`src/rtl/hd_loader_pkg.sv`:
```
// Shared types and helpers for the HD program loader: FSM states, header
// length field position and the slot base-address calculation.
package hd_loader_pkg;

  typedef enum logic [1:0] {
    ST_IDLE = 2'd0,
    ST_HDR  = 2'd1,
    ST_COPY = 2'd2,
    ST_DONE = 2'd3
  } state_e;

  // Program length lives in the low bits of the slot header word.
  localparam int unsigned HDR_LEN_W   = 11;
  localparam int unsigned HDR_LEN_LSB = 0;
  localparam int unsigned HDR_LEN_MSB = HDR_LEN_LSB + HDR_LEN_W - 1;

  // Base word address of a slot: the low idx_bits of the index placed above
  // slot_bits zeros. Callers truncate the result to their address width.
  function automatic logic [31:0] slot_base(input logic [31:0] idx,
                                            input int unsigned idx_bits,
                                            input int unsigned slot_bits);
    logic [31:0] mask;
    mask = (32'd1 << idx_bits) - 32'd1;
    return (idx & mask) << slot_bits;
  endfunction

endpackage

```
`src/rtl/hd_read_pipe.sv`:
```
// Tag pipeline for HD reads. Each issued read carries a valid bit, a header
// flag and the program word index; the tag emerges LAT cycles later, aligned
// with the matching hd_data word.
module hd_read_pipe #(
  parameter int LAT   = 1,
  parameter int IDX_W = 11
) (
  input  logic             clk_i,
  input  logic             rst_i,
  input  logic             in_valid_i,
  input  logic             in_hdr_i,
  input  logic [IDX_W-1:0] in_idx_i,
  output logic             out_valid_o,
  output logic             out_hdr_o,
  output logic [IDX_W-1:0] out_idx_o
);

  logic [LAT-1:0] valid_q;
  logic [LAT-1:0] hdr_q;
  logic [IDX_W-1:0] idx_q [LAT];

  // Shift the read tags one stage per cycle; reset drops anything in flight.
  always_ff @(posedge clk_i) begin
    if (rst_i) begin
      valid_q <= '0;
      hdr_q   <= '0;
      for (int i = 0; i < LAT; i++) idx_q[i] <= '0;
    end else begin
      valid_q[0] <= in_valid_i;
      hdr_q[0]   <= in_hdr_i;
      idx_q[0]   <= in_idx_i;
      for (int i = 1; i < LAT; i++) begin
        valid_q[i] <= valid_q[i-1];
        hdr_q[i]   <= hdr_q[i-1];
        idx_q[i]   <= idx_q[i-1];
      end
    end
  end

  assign out_valid_o = valid_q[LAT-1];
  assign out_hdr_o   = hdr_q[LAT-1];
  assign out_idx_o   = idx_q[LAT-1];

endmodule

```
`src/rtl/hd_program_loader.sv`:
```
// Copies one program image from a Hard_Disk slot into instruction memory.
//
// state   | meaning
// IDLE    | waiting for Load_from_HD
// HDR     | slot header read issued, waiting for the length word
// COPY    | streaming words HD -> RAM, one read per cycle
// DONE    | one-cycle load_done pulse, load_error valid
module hd_program_loader
  import hd_loader_pkg::*;
#(
  parameter int HD_AW        = 12,
  parameter int RAM_AW       = 10,
  parameter int SLOT_WORDS   = 256,
  parameter int NUM_PROGRAMS = 16,
  parameter int HD_LATENCY   = 1,
  parameter int RAM_BASE     = 0
) (
  input  logic              Clock,
  input  logic              Reset,
  input  logic              Load_from_HD,
  input  logic [11:0]       indice_programa,
  output logic [HD_AW-1:0]  hd_addr,
  input  logic [31:0]       hd_data,
  output logic [RAM_AW-1:0] ram_addr,
  output logic [31:0]       ram_data,
  output logic              ram_we,
  output logic              carregando,
  output logic              load_done,
  output logic              load_error,
  output logic [10:0]       words_loaded
);

  localparam int unsigned IDX_BITS  = $clog2(NUM_PROGRAMS);
  localparam int unsigned SLOT_BITS = $clog2(SLOT_WORDS);
  localparam int unsigned LEN_W     = HDR_LEN_W;
  localparam logic [LEN_W-1:0]  MAX_LEN    = LEN_W'(SLOT_WORDS - 1);
  localparam logic [RAM_AW-1:0] RAM_BASE_W = RAM_AW'(RAM_BASE);

  state_e            state_q, state_d;
  logic [HD_AW-1:0]  hd_addr_q, hd_addr_d;
  logic [LEN_W-1:0]  len_q, len_d;
  logic [LEN_W-1:0]  rem_q, rem_d;
  logic [LEN_W-1:0]  k_q, k_d;
  logic              hdr_sent_q, hdr_sent_d;
  logic              err_pend_q, err_pend_d;
  logic              err_q, err_d;
  logic [10:0]       wl_q, wl_d;

  logic              iss_valid;
  logic              iss_hdr;
  logic [LEN_W-1:0]  iss_idx;
  logic              rd_valid;
  logic              rd_hdr;
  logic [LEN_W-1:0]  rd_idx;

  logic [LEN_W-1:0]  hdr_len;
  logic              idx_bad;
  logic [HD_AW-1:0]  slot_addr;

  assign hdr_len   = hd_data[HDR_LEN_MSB:HDR_LEN_LSB];
  assign idx_bad   = 32'(indice_programa) >= 32'(NUM_PROGRAMS);
  assign slot_addr = HD_AW'(slot_base(32'(indice_programa), IDX_BITS, SLOT_BITS));

  hd_read_pipe #(
    .LAT   (HD_LATENCY),
    .IDX_W (LEN_W)
  ) u_read_pipe (
    .clk_i       (Clock),
    .rst_i       (Reset),
    .in_valid_i  (iss_valid),
    .in_hdr_i    (iss_hdr),
    .in_idx_i    (iss_idx),
    .out_valid_o (rd_valid),
    .out_hdr_o   (rd_hdr),
    .out_idx_o   (rd_idx)
  );

  // Write side is driven purely by returning read tags, so it follows HD_LATENCY.
  assign ram_we       = rd_valid & ~rd_hdr;
  assign ram_addr     = ram_we ? (RAM_BASE_W + RAM_AW'(rd_idx)) : '0;
  assign ram_data     = ram_we ? hd_data : '0;
  assign hd_addr      = hd_addr_q;
  assign carregando   = (state_q == ST_HDR) || (state_q == ST_COPY);
  assign load_done    = (state_q == ST_DONE);
  assign load_error   = err_q;
  assign words_loaded = wl_q;

  // Next-state, read issue and bookkeeping for the load sequence.
  always_comb begin
    state_d    = state_q;
    hd_addr_d  = hd_addr_q;
    len_d      = len_q;
    rem_d      = rem_q;
    k_d        = k_q;
    hdr_sent_d = hdr_sent_q;
    err_pend_d = err_pend_q;
    err_d      = err_q;
    wl_d       = wl_q;
    iss_valid  = 1'b0;
    iss_hdr    = 1'b0;
    iss_idx    = k_q;

    if (ram_we) wl_d = wl_q + 11'd1;

    case (state_q)
      ST_IDLE: begin
        if (Load_from_HD) begin
          err_d      = 1'b0;
          err_pend_d = 1'b0;
          hdr_sent_d = 1'b0;
          wl_d       = '0;
          if (idx_bad) begin
            state_d = ST_DONE;
            err_d   = 1'b1;
          end else begin
            state_d   = ST_HDR;
            hd_addr_d = slot_addr;
          end
        end
      end

      ST_HDR: begin
        if (!hdr_sent_q) begin
          iss_valid  = 1'b1;
          iss_hdr    = 1'b1;
          hdr_sent_d = 1'b1;
        end
        if (rd_valid && rd_hdr) begin
          if (hdr_len == '0) begin
            state_d = ST_DONE;
            err_d   = 1'b1;
          end else begin
            state_d   = ST_COPY;
            hd_addr_d = hd_addr_q + HD_AW'(1);
            k_d       = '0;
            // Oversized headers still copy a full slot, but flag the truncation.
            if (hdr_len > MAX_LEN) begin
              len_d      = MAX_LEN;
              rem_d      = MAX_LEN;
              err_pend_d = 1'b1;
            end else begin
              len_d = hdr_len;
              rem_d = hdr_len;
            end
          end
        end
      end

      ST_COPY: begin
        if (rem_q != '0) begin
          iss_valid = 1'b1;
          rem_d     = rem_q - LEN_W'(1);
          k_d       = k_q + LEN_W'(1);
          // Leave hd_addr on the final word once the last read is out.
          if (rem_q != LEN_W'(1)) hd_addr_d = hd_addr_q + HD_AW'(1);
        end
        if (rd_valid && !rd_hdr && (rd_idx == (len_q - LEN_W'(1)))) begin
          state_d = ST_DONE;
          err_d   = err_pend_q;
        end
      end

      ST_DONE: begin
        state_d = ST_IDLE;
      end

      default: begin
        state_d = ST_IDLE;
      end
    endcase
  end

  // State and datapath registers; reset abandons any load in progress.
  always_ff @(posedge Clock) begin
    if (Reset) begin
      state_q    <= ST_IDLE;
      hd_addr_q  <= '0;
      len_q      <= '0;
      rem_q      <= '0;
      k_q        <= '0;
      hdr_sent_q <= 1'b0;
      err_pend_q <= 1'b0;
      err_q      <= 1'b0;
      wl_q       <= '0;
    end else begin
      state_q    <= state_d;
      hd_addr_q  <= hd_addr_d;
      len_q      <= len_d;
      rem_q      <= rem_d;
      k_q        <= k_d;
      hdr_sent_q <= hdr_sent_d;
      err_pend_q <= err_pend_d;
      err_q      <= err_d;
      wl_q       <= wl_d;
    end
  end

endmodule

```
`config.mk`:
```
export PLATFORM = sky130hd
export DESIGN_NAME = hd_program_loader
export DESIGN_NICKNAME = d
export VERILOG_FILES = /design/src/rtl/hd_loader_pkg.sv /design/src/rtl/hd_read_pipe.sv /design/src/rtl/hd_program_loader.sv
export SDC_FILE = /design/constraint.sdc
export NUM_CORES = 1
export LEC_CHECK = 0
export CAP_MARGIN = 0
export CORE_MARGIN = 2
export CORE_UTILIZATION = 26
export DETAILED_ROUTE_END_ITERATION = 8
export PLACE_DENSITY = 0.6
export SYNTH_ARGS = -nofsm -noshare
export SYNTH_HDL_FRONTEND = slang
export SYNTH_SLANG_ARGS = --single-unit
```
`constraint.sdc`:
```
create_clock -name Clock -period 2.2 [get_ports Clock]
set_input_delay 0.44 -clock Clock [delete_from_list [all_inputs] [get_ports Clock]]
set_output_delay 0.44 -clock Clock [all_outputs]
set_load 0.005 [all_outputs]
```
==> results_dict.tcl, run 1 <==
set metrics [dict create \
    status "complete, but fails checks" \
    failed_checks "negative setup slack" \
    seq_power_share 0.271 \
    finClkSkew_ps 6.74 \
    fillers 1483 \
    yosysWarningCount 0 \
    path_clk_slew_ps 60 \
    io_pins 116 \
    synth_cells 521 \
    wl_per_cell_um 13.7 \
    synthDistinctLibCells 53 \
    cts-root-buf "clkbuf_16" \
    htree_levels 3 \
    port_buffers 115 \
    numCtsBuffers 9 \
    die_h_um 129 \
    synth_top_area_frac 0.364 \
    drtIter0Drc 187 \
    grt_usage 0.143 \
    setup_ws_ps -35.8 \
    hp-class "reg2reg" \
    worst_pin_slew_ps 523 \
    clk_latency_ps 340 \
    vias 4275 \
    setup_viol_count_final 26 \
    holdWs_ps 476 \
    hpwl_um 8970 \
    synth-seq-cells 74 \
    rsz0062_at_grt "true" \
    area_growth_pct 56.6 \
    power_frac_clock 0.259 \
    synth_area_leader_cell "dfxtp_1" \
    arrival_ps 1800 \
    dieArea_um2 16700 \
    synth-seq-area-share 0.364 \
    core_um2 15300 \
    design_area_um2 6380 \
    synth_nets 578 \
    crit_path_start_kind "flop" \
    rows 45 \
    cts_tree "built" \
    antenna_found_initial 0 \
    crit_required_ps 1760 \
    diodes 0 \
    die_w_um 129 \
    synth_edf_count 0 \
    final.setup.tns_ps -520 \
    post-route-util 0.418 \
    power.switching_w 0.00224 \
    drc_errors 0 \
    synth_flop_cell "dfxtp_1" \
    synthTopCellsByArea "dfxtp_1 36%, and2_1 6.8%, nor2_1 6.1%, nand2_1 4.6%, xnor2_1 3.4%" \
    hold_viol_final 0 \
    grt_max_degree 27 \
    grt_pass1_wl_um 19000 \
    final_nets 733 \
    p_comb_frac 0.470 \
    min_period_ps 2240 \
    async_flop_share 0 \
    routed_wl_um 12300 \
    hold_buffers 0 \
    avgViaCountPerCell 4.79 \
    p_per_area_nw_per_um2 969 \
    cts_sinks 74 \
    sw_frac_of_total 0.362 \
    path_class "reg2out" \
    ir_drop_mv 0.458 \
    clock_path_buffers 2 \
    leakagePower_nw 2.45 \
    timing.final.crit_share 1.02 \
    end_kind "output port" \
    layout_commonest_cell "clkdlybuf4s50_1" \
    dpl_cell_area_um2 5740 \
    start_util 0.267 \
    final_cell_mix "100 x clkdlybuf4s50_1, 68 x dfxtp_1, 64 x nor2_1, 49 x nand2_1, 49 x buf_4" \
    drv_slew 0 \
    gp_congestion 0.812 \
    netlist_area_um2 4070 \
    drive_above_1_share 0.170 \
    critPathMaxFanout 16 \
    max-cap-violations 0 \
    max_freq_mhz 447 \
    maxSlewHeadroom 0.651 \
    grt_overflow 0 \
    synth_area_per_cell_um2 7.82 \
    firstDrtPassIters 6 \
    antenna_left 0 \
    cellInternalPower_w 0.00394 \
    grt_pass1_vias 3958 \
]
## layer usage
metal | vias to the layer above | global-route usage | routed length (um)
met5 | - | 0 | 0
met4 | 0 | 0.0595 | 274
met3 | 23 | 0.0392 | 809
li1 | 2109 | - | -
met2 | 140 | 0.244 | 5990
met1 | 2003 | 0.170 | 5180
## stage by stage
stage               setup slack [ps]  power [W]  cells
floorplan                       28.7    0.00328    521
global placement                -515    0.00430    866
detailed placement              -607    0.00435    866
CTS                            -32.7    0.00611    889
global route                   -92.3    0.00661    892
finish                         -35.8    0.00618    892
## worst max-delay path, cell delays in order (launching register included)
cell             delay, ps
dfxtp_2                340
nor2b_4                200
buf_4                  160
buf_12                 120
and2_1                 140
clkdlybuf4s50_1        500
## synthesized netlist by cell type (2+ instances only)
master	number
nand4b_1	4
nor4_2	2
a211o_1	2
a21oi_1	27
nor2_1	66
xnor2_1	16
clkbuf_1	20
dfxtp_1	74
ha_1	10
nand3_1	19
mux2i_1	3
o21ai_0	24
and2_1	44
or3_1	11
buf_2	3
and3_1	8
o31ai_1	2
xor2_1	15
nand2_1	50
nor4_1	6
nor2b_1	15
a22oi_1	5
buf_1	2
or2_2	2
inv_1	12
a211oi_1	14
or4_1	2
a21o_1	4
a31oi_1	2
nor3_1	20
nand2b_1	5
o22ai_1	4
nand4_1	8
## registers in the layout (all words and copies together), names as in the netlist
name,flops
words_loaded,11
hdr_sent_q,1
len_q,11
err_pend_q,1
iss_idx,11
hd_addr,12
u_read_pipe.idx_q,11
rem_q,11
u_read_pipe.out_hdr_o,1
state_q,2
load_error,1
u_read_pipe.out_valid_o,1
## path summary, 6_finish.rpt
path | start | to | slack, ps | depth (start not counted)
max | u_read_pipe.out_valid_o$_SDFF_PP0_ | ram_data[11] | -40 | 5
min | rem_q[1]$_SDFFE_PP0P_ | rem_q[1]$_SDFFE_PP0P_ | 480 | 2
max reg2reg | len_q[1]$_SDFFE_PP0P_ | state_q[0]$_SDFFE_PP0P_ | 10 | 10
min reg2reg | rem_q[1]$_SDFFE_PP0P_ | rem_q[1]$_SDFFE_PP0P_ | 480 | 2
## cell type report
class                           count  area, um^2  share of cell area
Multi-Input combinational cell    409        2640               0.413
Sequential cell                    74        1490               0.233
Timing Repair Buffer              170        1620               0.254
Tap cell                          211         264              0.0414
Inverter                           12        45.0             0.00706
Clock inverter                      4        75.1              0.0118
Clock buffer                       12         246              0.0387
## power groups by stage
stage	Sequential [W]	Combinational, W	Clock (W)
floorplan	0.00167	0.00161	0
global route	0.00170	0.00320	0.00170
detailed placement	0.00169	0.00265	0
finish	0.00167	0.00290	0.00160
CTS	0.00167	0.00280	0.00164
global placement	0.00169	0.00261	0
## cells by family after synthesis
family	share of synthesized area
XOR/XNOR	0.0667
multiplexers	0.0129
AO/OA/AOI/OAI	0.139
flip-flops	0.364
AND/OR/NAND/NOR	0.350
adder cells (fa/ha/maj)	0.0307
buffers and inverters	0.0369
## what timing repair did
item                       CTS  global route
gates resized for setup     34            29
buffers inserted             7             4
setup endpoints to repair   60            47
gates cloned                 1             0
pin swaps                   16            18
Note: power is estimated with default switching activity, not from simulation.
==> inputs of run 2 (changes only) <==
--- a/config.mk
+++ b/config.mk
@@ -10,6 +10,7 @@
 export CORE_UTILIZATION = 26
 export DETAILED_ROUTE_END_ITERATION = 8
 export PLACE_DENSITY = 0.6
+export SLEW_MARGIN = 20
 export SYNTH_ARGS = -nofsm -noshare
 export SYNTH_HDL_FRONTEND = slang
 export SYNTH_SLANG_ARGS = --single-unit
==> constraint.sdc (replaced) <==
create_clock -name Clock -period 2.2 [get_ports Clock]
set_input_delay 0.44 -clock Clock [delete_from_list [all_inputs] [get_ports Clock]]
set_output_delay 0.44 -clock Clock [all_outputs]
set_load 0.01 [all_outputs]
==> run 2 against run 1 <==
  * Sequential share of layout area is essentially flat
  * Routed wire length shrank 0.90%
  * Largest power group unchanged
  * Cell area is essentially flat
  * Non-clock buffer count grew 1
  * The flow now finishes without violations
  * Via count shrank 0.56%
  * Combinational power is essentially flat
  * Clock power shrank 7%
  * Register-to-register slack gained 40 ps
  * First-iteration DRC count grew 14%
==> results_dict.tcl, run 2 (synthesis results as in run 1) <==
set metrics [dict create \
    maxSlewHeadroom 0.610 \
    antenna_left 0 \
    largest_reg_flops 12 \
    diodes 0 \
    firstDrtPassIters 4 \
    critPathTopFamily "simple AND/OR/NAND/NOR gates" \
    clock_path_buffers 2 \
    die_w_um 129 \
    hold_buffers 0 \
    crit_path_start_kind "flop" \
    area_growth_pct 56.5 \
    cp_common_cell "buf_4" \
    cts_sinks 74 \
    timing.reg2reg.setup_slack_ps 50 \
    io_pins 116 \
    path_clk_slew_ps 60 \
    max_freq_mhz 466 \
    drive_above_1_share 0.177 \
    grt_overflow 0 \
    cts_tree "built" \
    grt_use_met2 0.238 \
    hold_depth 2 \
    grt_pass1_wl_um 18900 \
    leakagePower_nw 2.82 \
    fillers 1501 \
    path_class "reg2reg" \
    routed_wl_um 12100 \
    timing.final.crit_share 0.975 \
    rsz0062_at_grt "true" \
    gp_congestion 0.822 \
    reg2reg_depth 10 \
    p_total_w 0.00607 \
    grt_usage 0.140 \
    hold_viol_final 0 \
    drc_errors 0 \
    worst_pin_slew_ps 584 \
    path_buf_inv 3 \
    hpwl_um 8970 \
    busiest_layer "met2" \
    cts-root-buf "clkbuf_16" \
    use_met1 0.169 \
    crit_cells 10 \
    layout_commonest_cell "dfxtp_1" \
    vias 4251 \
    final_nets 734 \
    numCtsBuffers 9 \
    wl_per_cell_um 13.6 \
    min_period_ps 2150 \
    drtIter0Drc 213 \
    status "finished, final reports clean" \
    clk_latency_ps 340 \
    final.setup.tns_ps 0 \
    drv_slew 0 \
    cpPeakStageDelay_ps 360 \
    die_h_um 129 \
    critPathMaxFanout 4 \
    max-cap-violations 0 \
    grt_max_degree 36 \
    worstPathCellList "nor3_4 > buf_4 > buf_4 > nand2_1 > xnor2_2 > nand3_2 > nor4_4 > buf_4 > nor2_1 > mux2_1" \
    setup_viol_count_final 0 \
    finClkSkew_ps 8.00 \
    ir_drop_mv 0.519 \
    grt_pass1_vias 4017 \
    cpMaxStageDelayCell "dfxtp_4" \
    port_buffers 115 \
    antenna_found_initial 0 \
    rows 45 \
    crit_required_ps 2420 \
    start_util 0.267 \
    hp-class "reg2reg" \
    dieArea_um2 16700 \
    use_met3 0.0363 \
    p_per_area_nw_per_um2 953 \
    htree_levels 3 \
    core_um2 15300 \
    arrival_ps 2360 \
    end_kind "flop" \
    avgViaCountPerCell 4.76 \
    holdWs_ps 485 \
    final_cell_mix "69 x dfxtp_1, 65 x nor2_1, 59 x clkdlybuf4s50_1, 53 x buf_4, 49 x nand2_1" \
]
run 2: stage by stage:
| stage | cell area, um^2 | setup WS [ps] | util | cells |
|---|---|---|---|---|
| after floorplan | 4080 | 28.1 | - | 521 |
| after global placement | 5740 | -517 | 0.376 | 865 |
| after detailed placement | 5740 | -595 | 0.376 | 865 |
| after CTS | 6110 | 4.64 | 0.401 | 885 |
| after global routing | 6370 | -45.3 | 0.418 | 893 |
| final | 6370 | 54.3 | 0.418 | 893 |
run 2: tightest hold or removal path, stage by stage (launching register included):
cell and delay, ps:
dfxtp_1 310, o21ai_0 70, a21oi_1 60
run 2: layout make-up:
class,count,area (um^2),share of cell area
multi-input cells,409,2650,0.416
repair buffers,171,1620,0.254
flip-flops and latches,74,1490,0.234
well taps,211,264,0.0414
clock buffers,12,256,0.0402
clock inverters,4,50.0,0.00785
inverters,12,45.0,0.00707
run 2: worst paths after layout:
| path | end | startpoint |
|---|---|---|
| worst max register to register | state_q[0]$_SDFFE_PP0P_ | len_q[3]$_SDFFE_PP0P_ |
| worst min register to register | rem_q[3]$_SDFFE_PP0P_ | rem_q[3]$_SDFFE_PP0P_ |
| worst max-delay path | state_q[0]$_SDFFE_PP0P_ | len_q[3]$_SDFFE_PP0P_ |
| worst min-delay path | rem_q[3]$_SDFFE_PP0P_ | rem_q[3]$_SDFFE_PP0P_ |
run 2: repair_timing:
item / CTS / global route
endpoints found under the setup margin: 52 / 31
gates resized for setup: 49 / 56
pin swaps: 13 / 20
buffers inserted: 4 / 9
run 2: power by group:
group / internal (W) / leakage [nW] / total, W / switching, W
combinational: 0.00136 / 2.07 / 0.00290 / 0.00154
clock: 0.000938 / 0.145 / 0.00149 / 0.000550
sequential: 0.00152 / 0.601 / 0.00169 / 0.000170
total: 0.00381 / 2.82 / 0.00607 / 0.00226
run 2: per-layer routing:
layer / routed length [um] / vias up
met5: 0 / -
met1: 5200 / 1962
met2: 5860 / 160
met4: 242 / 0
li1: - / 2111
met3: 838 / 18
